==> src/rtl/cmp_config_pkg.sv <==
// -----------------------------------------------------------------------------
// cmp_config_pkg
// Shared definitions for the CMP_CONFIG packet receiver:
//   - parser state encoding
//   - readout word map (iteration count in word 0, salt from word 1 upward)
//   - subtype_index(): looks up a subtype character in a packed ASCII list
// -----------------------------------------------------------------------------
package cmp_config_pkg;

    typedef enum logic [3:0] {
        ST_SALT,
        ST_SUBTYPE,
        ST_ITER,
        ST_HCNT0,
        ST_HCNT1,
        ST_CMP_DATA,
        ST_WAIT_APPLIED,
        ST_MAGIC,
        ST_ERROR
    } state_t;

    localparam int ITER_WORD  = 0;
    localparam int SALT_WORD0 = 1;

    typedef struct packed {
        logic       valid;
        logic [1:0] index;
    } subtype_match_t;

    // Characters are packed MSB first: index 0 lives in bits 31:24. A zero
    // byte marks an unused slot and never matches. The lowest index wins if
    // the same character appears twice.
    function automatic subtype_match_t subtype_index(input logic [7:0]  b,
                                                     input logic [31:0] subtypes);
        subtype_match_t m;
        logic [7:0]     c;
        m = '0;
        for (int i = 3; i >= 0; i--) begin
            c = subtypes[8*(3-i) +: 8];
            if (c != 8'h00 && c == b) begin
                m.valid = 1'b1;
                m.index = 2'(i);
            end
        end
        return m;
    endfunction

endpackage

==> src/rtl/cmp_config_ram.sv <==
// -----------------------------------------------------------------------------
// cmp_config_ram
// Small distributed RAM holding the readout words (iteration count + salt).
// Ports:
//   CLK    in   clock
//   we     in   write enable (synchronous write)
//   waddr  in   write word address
//   wdata  in   write data
//   raddr  in   read word address (asynchronous read)
//   rdata  out  read data; addresses at or above WORDS read as 0
// -----------------------------------------------------------------------------
module cmp_config_ram #(
    parameter int WORDS = 5,
    parameter int AW    = 3
) (
    input  logic          CLK,
    input  logic          we,
    input  logic [AW-1:0] waddr,
    input  logic [31:0]   wdata,
    input  logic [AW-1:0] raddr,
    output logic [31:0]   rdata
);

    logic [31:0] mem [WORDS];

    // NOTE: the storage array has no reset so it maps onto LUT RAM; its
    // contents are meaningless until the first packet has written them.
    always_ff @(posedge CLK) begin
        if (we)
            mem[waddr] <= wdata;
    end

    assign rdata = (int'(raddr) < WORDS) ? mem[raddr] : 32'd0;

endmodule

==> src/rtl/cmp_config_rx.sv <==
// -----------------------------------------------------------------------------
// cmp_config_rx
// CMP_CONFIG packet receiver. Parses salt, subtype, iteration count, hash
// count, comparator bytes and a magic trailer from a byte stream; stores salt
// and iteration count in a readout RAM; streams comparator bytes out; and
// holds off input until the core acknowledges the new configuration.
// Ports:
//   CLK, RST_N          clock, asynchronous active-low reset
//   din, wr_en          input byte stream (ignored while full)
//   full                back-pressure
//   error, error_clr    sticky protocol error and its clear pulse
//   mode_cmp            1 = comparator data expected, 0 = hash count must be 0
//   new_cmp_config      configuration parsed, waiting for cmp_config_applied
//   cmp_config_applied  acknowledge from the core
//   hash_count          number of hashes in the last accepted packet
//   cmp_wr_addr/en/din  registered comparator byte write port
//   addr, dout          readout port (word 0 = iteration count, 1.. = salt)
//   subtype             index of the accepted subtype, latched on ack
// -----------------------------------------------------------------------------
module cmp_config_rx
    import cmp_config_pkg::*;
#(
    parameter int          SALT_BYTES     = 16,
    parameter int          ITER_BYTES     = 4,
    parameter int          SETTING_MAX    = 31,
    parameter int          NUM_HASHES     = 512,
    parameter int          CMP_WORD_BYTES = 4,
    parameter logic [7:0]  MAGIC          = 8'hCC,
    parameter logic [31:0] SUBTYPES       = "abxy",
    localparam int HCW = $clog2(NUM_HASHES + 1),
    localparam int CAW = $clog2(NUM_HASHES * CMP_WORD_BYTES),
    localparam int AW  = $clog2(1 + SALT_BYTES / 4)
) (
    input  logic           CLK,
    input  logic           RST_N,
    input  logic [7:0]     din,
    input  logic           wr_en,
    output logic           full,
    output logic           error,
    input  logic           error_clr,
    input  logic           mode_cmp,
    output logic           new_cmp_config,
    input  logic           cmp_config_applied,
    output logic [HCW-1:0] hash_count,
    output logic [CAW-1:0] cmp_wr_addr,
    output logic           cmp_wr_en,
    output logic [7:0]     cmp_din,
    input  logic [AW-1:0]  addr,
    output logic [31:0]    dout,
    output logic [1:0]     subtype
);

    localparam int WORDS    = 1 + SALT_BYTES / 4;
    localparam int BCW      = $clog2(SALT_BYTES);
    localparam int HI_SHIFT = SETTING_MAX + 1;

    state_t         state;
    logic [BCW-1:0] byte_cnt;
    logic [23:0]    salt_shift;   // last three salt bytes, oldest in 7:0
    logic [31:0]    iter_reg;
    logic [7:0]     cnt_lo;
    logic [1:0]     pending_sub;

    logic           ram_we;
    logic [AW-1:0]  ram_waddr;
    logic [31:0]    ram_wdata;

    logic           accept;
    subtype_match_t sub_match;
    logic [31:0]    iter_next;
    logic [15:0]    cnt_full;
    logic           iter_too_big;
    logic           cnt_bad;
    logic [AW-1:0]  salt_word;
    logic [CAW-1:0] next_addr;
    logic [CAW-1:0] last_addr;

    assign accept    = wr_en & ~full;
    assign sub_match = subtype_index(din, SUBTYPES);
    assign salt_word = AW'(byte_cnt >> 2) + AW'(SALT_WORD0);
    assign cnt_full  = {din, cnt_lo};

    assign iter_too_big = (iter_reg >> HI_SHIFT) != 32'd0;
    assign cnt_bad = (cnt_full > 16'(NUM_HASHES)) || iter_too_big ||
                     (mode_cmp ? (cnt_full == 16'd0) : (cnt_full != 16'd0));

    // cmp_wr_addr idles at all-ones so the first increment lands on 0.
    assign next_addr = cmp_wr_addr + CAW'(1);
    assign last_addr = CAW'(32'(hash_count) * 32'(CMP_WORD_BYTES) - 32'd1);

    // NOTE: combinational blocks assign every output a default first so no
    // path leaves a value held, which would infer a latch.
    always_comb begin
        iter_next = iter_reg;
        iter_next[8*byte_cnt[1:0] +: 8] = din;
    end

    // NOTE: sequential state uses non-blocking assignments only, so every
    // right-hand side sees the pre-edge value regardless of statement order.
    always_ff @(posedge CLK or negedge RST_N) begin
        if (!RST_N) begin
            state          <= ST_SALT;
            byte_cnt       <= '0;
            salt_shift     <= '0;
            iter_reg       <= '0;
            cnt_lo         <= '0;
            pending_sub    <= '0;
            subtype        <= '0;
            hash_count     <= '0;
            cmp_wr_addr    <= '1;
            cmp_wr_en      <= 1'b0;
            cmp_din        <= '0;
            full           <= 1'b0;
            error          <= 1'b0;
            new_cmp_config <= 1'b0;
            ram_we         <= 1'b0;
            ram_waddr      <= '0;
            ram_wdata      <= '0;
        end else begin
            ram_we    <= 1'b0;
            cmp_wr_en <= 1'b0;
            unique case (state)
                ST_SALT: if (accept) begin
                    salt_shift <= {din, salt_shift[23:8]};
                    if (byte_cnt[1:0] == 2'd3) begin
                        ram_we    <= 1'b1;
                        ram_waddr <= salt_word;
                        ram_wdata <= {din, salt_shift};
                    end
                    if (byte_cnt == BCW'(SALT_BYTES - 1)) begin
                        byte_cnt <= '0;
                        state    <= ST_SUBTYPE;
                    end else begin
                        byte_cnt <= byte_cnt + 1'b1;
                    end
                end
                ST_SUBTYPE: if (accept) begin
                    if (sub_match.valid) begin
                        pending_sub <= sub_match.index;
                        iter_reg    <= '0;
                        state       <= ST_ITER;
                    end else begin
                        error <= 1'b1;
                        full  <= 1'b1;
                        state <= ST_ERROR;
                    end
                end
                ST_ITER: if (accept) begin
                    iter_reg <= iter_next;
                    if (byte_cnt == BCW'(ITER_BYTES - 1)) begin
                        ram_we    <= 1'b1;
                        ram_waddr <= AW'(ITER_WORD);
                        ram_wdata <= iter_next;
                        byte_cnt  <= '0;
                        state     <= ST_HCNT0;
                    end else begin
                        byte_cnt <= byte_cnt + 1'b1;
                    end
                end
                ST_HCNT0: if (accept) begin
                    cnt_lo <= din;
                    state  <= ST_HCNT1;
                end
                ST_HCNT1: if (accept) begin
                    if (cnt_bad) begin
                        error <= 1'b1;
                        full  <= 1'b1;
                        state <= ST_ERROR;
                    end else begin
                        hash_count <= HCW'(cnt_full);
                        if (mode_cmp) begin
                            cmp_wr_addr <= '1;
                            state       <= ST_CMP_DATA;
                        end else begin
                            new_cmp_config <= 1'b1;
                            full           <= 1'b1;
                            state          <= ST_WAIT_APPLIED;
                        end
                    end
                end
                ST_CMP_DATA: if (accept) begin
                    cmp_wr_en   <= 1'b1;
                    cmp_din     <= din;
                    cmp_wr_addr <= next_addr;
                    if (next_addr == last_addr) begin
                        new_cmp_config <= 1'b1;
                        full           <= 1'b1;
                        state          <= ST_WAIT_APPLIED;
                    end
                end
                ST_WAIT_APPLIED: if (cmp_config_applied) begin
                    new_cmp_config <= 1'b0;
                    full           <= 1'b0;
                    subtype        <= pending_sub;
                    state          <= ST_MAGIC;
                end
                ST_MAGIC: if (accept) begin
                    if (din == MAGIC) begin
                        state <= ST_SALT;
                    end else begin
                        error <= 1'b1;
                        full  <= 1'b1;
                        state <= ST_ERROR;
                    end
                end
                ST_ERROR: if (error_clr) begin
                    error    <= 1'b0;
                    full     <= 1'b0;
                    byte_cnt <= '0;
                    state    <= ST_SALT;
                end
                default: state <= ST_SALT;
            endcase
        end
    end

    cmp_config_ram #(
        .WORDS (WORDS),
        .AW    (AW)
    ) u_ram (
        .CLK   (CLK),
        .we    (ram_we),
        .waddr (ram_waddr),
        .wdata (ram_wdata),
        .raddr (addr),
        .rdata (dout)
    );

endmodule

==> config.mk <==
export PLATFORM = sky130hd
export DESIGN_NAME = cmp_config_rx
export DESIGN_NICKNAME = d
export VERILOG_FILES = /design/src/rtl/cmp_config_pkg.sv /design/src/rtl/cmp_config_ram.sv /design/src/rtl/cmp_config_rx.sv
export SDC_FILE = /design/constraint.sdc
export NUM_CORES = 1
export LEC_CHECK = 0
export ABC_AREA = 1
export BUFFER_PORTS_ARGS = -buffer_cell sky130_fd_sc_hd__buf_2
export CORE_MARGIN = 2
export CORE_UTILIZATION = 30
export CTS_CLUSTER_SIZE = 16
export DETAILED_ROUTE_END_ITERATION = 6
export PLACE_DENSITY_LB_ADDON = 0.12
export RECOVER_POWER = 25
export SETUP_SLACK_MARGIN = 0.05
export SLEW_MARGIN = 20
export SYNTH_ARGS = -nofsm -noshare
export SYNTH_HDL_FRONTEND = slang
export SYNTH_SLANG_ARGS = --single-unit
==> constraint.sdc <==
create_clock -name CLK -period 6.1 [get_ports CLK]
set_input_delay 0.305 -clock CLK [delete_from_list [all_inputs] [get_ports CLK]]
set_output_delay 0.305 -clock CLK [all_outputs]
set_load 0.03 [all_outputs]
# Word-level counts from Yosys, hierarchy flattened
# Memory sizes are Yosys's and may differ from the RTL's.
# Cells that the tools add are included.
dict set report classes {
  add_sub_neg 5
  order_cmp 2
  n_eq_ne 38
  shift 2
  n_mux 75
  bitwise_logic 3
  reduce_logical 25
}
# op n
set op_table {}
lappend op_table {{$mux 32} 8}
lappend op_table {{$pmux 32 s2} 2}
lappend op_table {{$mux 4} 19}
lappend op_table {{$mux 11} 4}
lappend op_table {{$ne 2x2->1 const B} 20}
lappend op_table {{$pmux 4 s9} 1}
lappend op_table {{$neg 5->34} 1}
lappend op_table {{$shift 8x34->32 const A} 1}
lappend op_table {{$shiftx 8x34->32} 1}
lappend op_table {{$bwmux 32} 1}
lappend op_table {{$eq 7x8->1 const A} 4}
lappend op_table {{$mux 1} 24}
lappend op_table {{$mux 3} 8}
lappend op_table {{$pmux 11 s2} 1}
lappend op_table {{$eq 4x3->1 const B} 4}
lappend op_table {{$gt 16x10->1 const B} 1}
lappend op_table {{$logic_not 16->1} 1}
lappend op_table {{$reduce_bool 16->1} 1}
lappend op_table {{$eq 4x2->1 const B} 3}
lappend op_table {{$pmux 4 s3} 1}
lappend op_table {{$reduce_and 12->1} 1}
lappend op_table {{$add 11x1->11 const B} 1}
lappend op_table {{$eq 11x11->1} 1}
lappend op_table {{$reduce_and 11->1} 1}
lappend op_table {{29 further kinds} 40}
dict set report word_totals {
  ff_bits 145
  ramBits 160
  inputBits 17
  output_inout_bits 67
  wordCells 168
  n_memories 1
}
# name words word_bits rd rd_ports_with_merged_regs wr line
set mem_list {}
lappend mem_list {u_ram.mem 5 32 1 0 1 cmp_config_ram.sv:24} ;# logic [31:0] mem [WORDS];

# Logic depth before layout (Yosys ltp)
dict set report logic_depth {
  depth_word 8
  depth_mapped 15
  ltp_nobuf 15
}

# Modules after synthesis
# From an unflattened synthesis, not the netlist that was laid out.
dict set report unflattened {
  hier_cells 1459
  area_unflattened_um2 13759.4
}
# mod n_inst cells_each area_per_inst_um2 seq_area_each_um2
set modules_own_cells {}
lappend modules_own_cells {cmp_config_rx 1 966 7521.0 3642.2}
lappend modules_own_cells {cmp_config_ram 1 493 6238.5 4804.6}

# Worst setup path before layout
# Ideal clock, no wire load.
dict set report synth_timing {
  kind {register to register}
  startpoint {register ram_waddr[0]}
  endpoint {memory u_ram.mem[4][0] (enable)}
  setup_time_ps 461
  arrival_ps 2716
  required_time_ps 5639
  path_slack_ps 2922
  stages_incl_launch_ff 4
  path_buffers 0
  period_less_slack_ps 3178
  path_cell_list {dfrtp_1 > inv_1 > nand2_1 > nor3_1}
}
# element line
set synth_rtl {}
lappend synth_rtl {{start: declaration} cmp_config_rx.sv:65} ;# logic [AW-1:0] ram_waddr;
lappend synth_rtl {{start signal: assignment} cmp_config_rx.sv:127} ;# ram_waddr <= salt_word;
lappend synth_rtl {{start signal: assignment} cmp_config_rx.sv:152} ;# ram_waddr <= AW'(ITER_WORD);
lappend synth_rtl {{end: declaration} cmp_config_ram.sv:24}
# No word-level cell before the write port.

# Worst setup path after layout
dict set report layout_timing {
  startpoint {register full}
  endpoint {register ram_wdata[1]}
}
dict set report layout_between {
  elab_chain_cells 4
  elab_cells_between_ends 5
  classes_between {eq/ne: 2; bitwise: 2; reduce/logical: 1}
}
# element line
set layout_lines {}
lappend layout_lines {{start: declaration} cmp_config_rx.sv:38} ;# output logic full,
lappend layout_lines {{start signal: assignment} cmp_config_rx.sv:113} ;# full <= 1'b0;
lappend layout_lines {{start signal: assignment} cmp_config_rx.sv:144} ;# full <= 1'b1;
lappend layout_lines {{start signal: assignment} cmp_config_rx.sv:167} ;# full <= 1'b1;
lappend layout_lines {{$not 1->1 *} cmp_config_rx.sv:78} ;# assign accept = wr_en & ~full;
lappend layout_lines {{$and 1x1->1 *} cmp_config_rx.sv:78}
lappend layout_lines {{$ne 2x2->1 (no source line)} n/a}
lappend layout_lines {{$reduce_and 5->1 (no source line) *} n/a}
lappend layout_lines {{end signal: assignment} cmp_config_rx.sv:128} ;# ram_wdata <= {din, salt_shift};
lappend layout_lines {{end signal: assignment} cmp_config_rx.sv:153} ;# ram_wdata <= iter_next;
lappend layout_lines {{end: declaration} cmp_config_rx.sv:66} ;# logic [31:0] ram_wdata;
# Every way passes the cells marked *; elsewhere a longest branch is shown, timed or not.
# A chain may end at the register's enable or synchronous reset.

==> metrics.cfg <==
[run_status]
run_status=finished, final reports clean

[routing]
final_antenna_net_count=0
wirelength_um=36800
detail_route.wl_per_cell_um=17.1
post-route-drc-count=0
vias=10200
dr.pass1.iters=5
vias_per_cell=4.71
initialDrtViolationCount=626

[final_layout]
multiInputGateArea_mm2=0.00455
num_antenna_cells=0
area.sequential_mm2=0.00845
largest_register_ffs=160
syn2layout_area_growth_pct=15.2
filler_cell_count=4763
final_layout_size_suffix_gt1_share_pct=15.0
design.final.nets=1550

[power]
power_uw=6170
vdd.ir_drop.worst_uv=148
p_per_area_mw_per_mm2=383
power.leakage_uw=0.00669
power.switching_fraction_pct=32.2
cell_internal_pwr_uw=4180
p_sw_uw=1990
pwr-share-clk_pct=33.8
power.combinational.fraction_pct=18.6
p_seq_share_pct=47.5

[critical_path]
worst_path_dominant_cell_family=simple AND/OR/NAND/NOR gates
crit_fanout=37
worstPathCellList=nor2_1, inv_1, nor3_4, nand2_2, inv_2, o21ai_0, o22a_1
timing.critical_path.buf_inv=2
worst_setup_start_kind=flop
crit_arrival_ns=3.69
worst_setup_path_startpoint=full
reg2reg_setup_slack_ns=2.83
worst_path_largest_cell_delay_ns=0.67
worst-endpoint-required_ns=6.52
critical_path.slowest_cell=sky130_fd_sc_hd__nor2_1
setup_crit_end_kind=flop
setup.worst_path.class=reg2reg
startpoint_of_the_lowest_slack_register_to_register_path=full

[global_route]
gr-usage-met2_pct=23.7
global_route.usage.met3_pct=2.42
grt_most_used_layer=met2
grt_start_max_net_pins=83
first_global_vias=9734
grt_overflow=0
grt_first_pass_wirelength_um=57800
grt_antenna_before_repair=0
grt.total_usage_pct=15.6
globalRouteMet1Util_pct=22.8

[floorplanning]
row_count=79
starting_utilization_of_the_core_area_pct=30.2
floorplan.core_area_mm2=0.0463
die_h_um=220
top_level_ports=84
die_w_um=220
die_area_mm2=0.0483

[synth]
seq_area_frac_synth_pct=60.4
mean_instance_size_in_the_synthesized_netlist_um2=9.62
synth_cells=1453
synth_nets=1481
library_cell_occupying_the_most_area_in_the_post_synthesis_netlist=sky130_fd_sc_hd__edfxtp_1
ys_top_cells_by_area=sky130_fd_sc_hd__edfxtp_1 34%, sky130_fd_sc_hd__dfrtp_1 24%, sky130_fd_sc_hd__nand2_1 6.3%
postSynthRegisterBits=305
synth_area_mm2=0.0140
synthDistinctLibCells=47
synthesis.yosys.warnings=0
post-synth-top-area-fraction_pct=34.4

[clocking]
cts-buffers-inserted=37
insertion_delay_ns=0.54
tritoncts=done
cts_resized=0
cts-root-buf=sky130_fd_sc_hd__clkbuf_16
clock-sinks=305
clk_pin_slew_worst_paths_ns=0.06
max-clock-path-buffers=3
clock_tree.htree_level_count=2

[sta]
period_needed_ns=3.27
maxSlewHeadroom_pct=40.0
min_period_over_period_pct=53.7
timing_max_transition_violations_final=0
finalHoldViolations=0
finalSetupViolCount=0
fin_tns_setup_ns=0
tightest_slew_ns=0.900
maxClockFrequency_mhz=305
final.setup_skew_ns=0.0130
final_worst_setup_slack_ns=2.83
grt_setup_unrepaired=false

[placement]
pre_cts_ws_ns=2.82
hpwlAfterDp_um=23800
io_buffer_count=83
gpl_wtd_cong=0.816

[hold_path]
worst_hold_path_type=in2reg
min-delay-start=error_clr

[job]
maxCapViolations=0

-- power by group through the flow --
stage	logic, uW	registers, uW	clock network, uW
CTS	1170	2940	2160
floorplan	831	2860	0
global route	1310	2990	2230
global placement	1150	2970	0
detailed placement	1160	2980	0
finish	1150	2930	2090
-- per-stage QoR --
stage / hold slack (ns) / cells / instance area [um^2] / util, %
CTS: 0.131 / 2156 / 16100 / 34.8
floorplan: 0.00941 / 1453 / 14000 / -
detailed placement: 0.441 / 2089 / 15000 / 32.3
global route: 0.184 / 2156 / 16100 / 34.8
global placement: 0.440 / 2089 / 15000 / 32.3
finish: 0.176 / 2156 / 16100 / 34.8
-- final timing paths --
check | depth (start not counted) | endpoint
min | 4 | state[3]
min reg2reg | 2 | iter_reg[10]
min in group asynchronous | 2 | subtype[1]
max | 7 | ram_wdata[1]
max reg2reg | 7 | ram_wdata[1]
max in group asynchronous | 3 | iter_reg[1]
-- repair_timing --
item / 4_1_cts / 5_1_grt
endpoints found under the hold margin: 70 / 0
buffers inserted: 0 / 0
hold buffers: 1 / 0
-- per-layer routing --
| metal | routed length (um) | up-vias |
|---|---|---|
| met2 | 16100 | 185 |
| met1 | 18600 | 4898 |
| met4 | 797 | 0 |
| met3 | 1290 | 47 |
| met5 | 0 | - |
| li1 | - | 5031 |
-- final cells by class --
class,instances,area share (%)
Inverter,179,4.20
Clock buffer,45,5.93
Tap cell,607,4.72
Clock inverter,21,1.10
Multi-Input combinational cell,901,28.3
Timing Repair Buffer,98,3.33
Sequential cell,305,52.4
-- cell usage after synthesis, drive strengths merged --
master,count
clkbuf,33
o21ai,172
o2111ai,1
o22ai,2
clkinv,3
nor2,208
o211ai,1
a31oi,2
o221ai,1
mux2,3
nor3,17
o21bai,2
a211oi,1
edfxtp,160
ha,11
dfstp,11
o32ai,40
xor2,2
nand2,244
nand3b,3
nand4,11
or2,1
o21a,1
and2,1
buf,35
inv,176
nand3,55
a21oi,113
o22a,5
dfrtp,134
xnor2,4
-- kinds of logic after synthesis --
family | after synthesis | share of synthesized area (%)
buffers and inverters | 247 | 7.22
flip-flops | 305 | 60.4
AND/OR/NAND/NOR | 540 | 16.5
XOR/XNOR | 6 | 0.376
multiplexers | 3 | 0.242
adder cells (fa/ha/maj) | 11 | 0.985
AO/OA/AOI/OAI | 341 | 14.2
-- cells in the final DEF, fill, tap and decap left out, types with 6 or more instances in the layout --
master,instances
sky130_fd_sc_hd__nand2_1,233
sky130_fd_sc_hd__nor2_1,193
sky130_fd_sc_hd__inv_1,162
sky130_fd_sc_hd__edfxtp_1,160
sky130_fd_sc_hd__dfrtp_1,134
sky130_fd_sc_hd__o21ai_0,120
sky130_fd_sc_hd__a21oi_1,113
sky130_fd_sc_hd__buf_2,82
sky130_fd_sc_hd__nand3_1,50
sky130_fd_sc_hd__o32ai_1,40
sky130_fd_sc_hd__clkbuf_16,37
sky130_fd_sc_hd__o21ai_1,33
sky130_fd_sc_hd__o21ai_2,18
sky130_fd_sc_hd__buf_4,14
sky130_fd_sc_hd__inv_2,13
sky130_fd_sc_hd__clkinv_1,12
sky130_fd_sc_hd__nand4_1,11
sky130_fd_sc_hd__ha_1,11
sky130_fd_sc_hd__dfstp_2,11
sky130_fd_sc_hd__nor3_1,10
sky130_fd_sc_hd__nand2_2,9
sky130_fd_sc_hd__nor2_2,9
sky130_fd_sc_hd__clkbuf_1,8
sky130_fd_sc_hd__clkinv_2,7
sky130_fd_sc_hd__nor2_4,6
-- worst min-delay path, stage by stage --
cell                      delay (ns)
sky130_fd_sc_hd__buf_2          0.07
sky130_fd_sc_hd__inv_1          0.04
sky130_fd_sc_hd__nand2_2        0.12
sky130_fd_sc_hd__o21ai_0        0.11
Power figures use the tool's default switching activity.
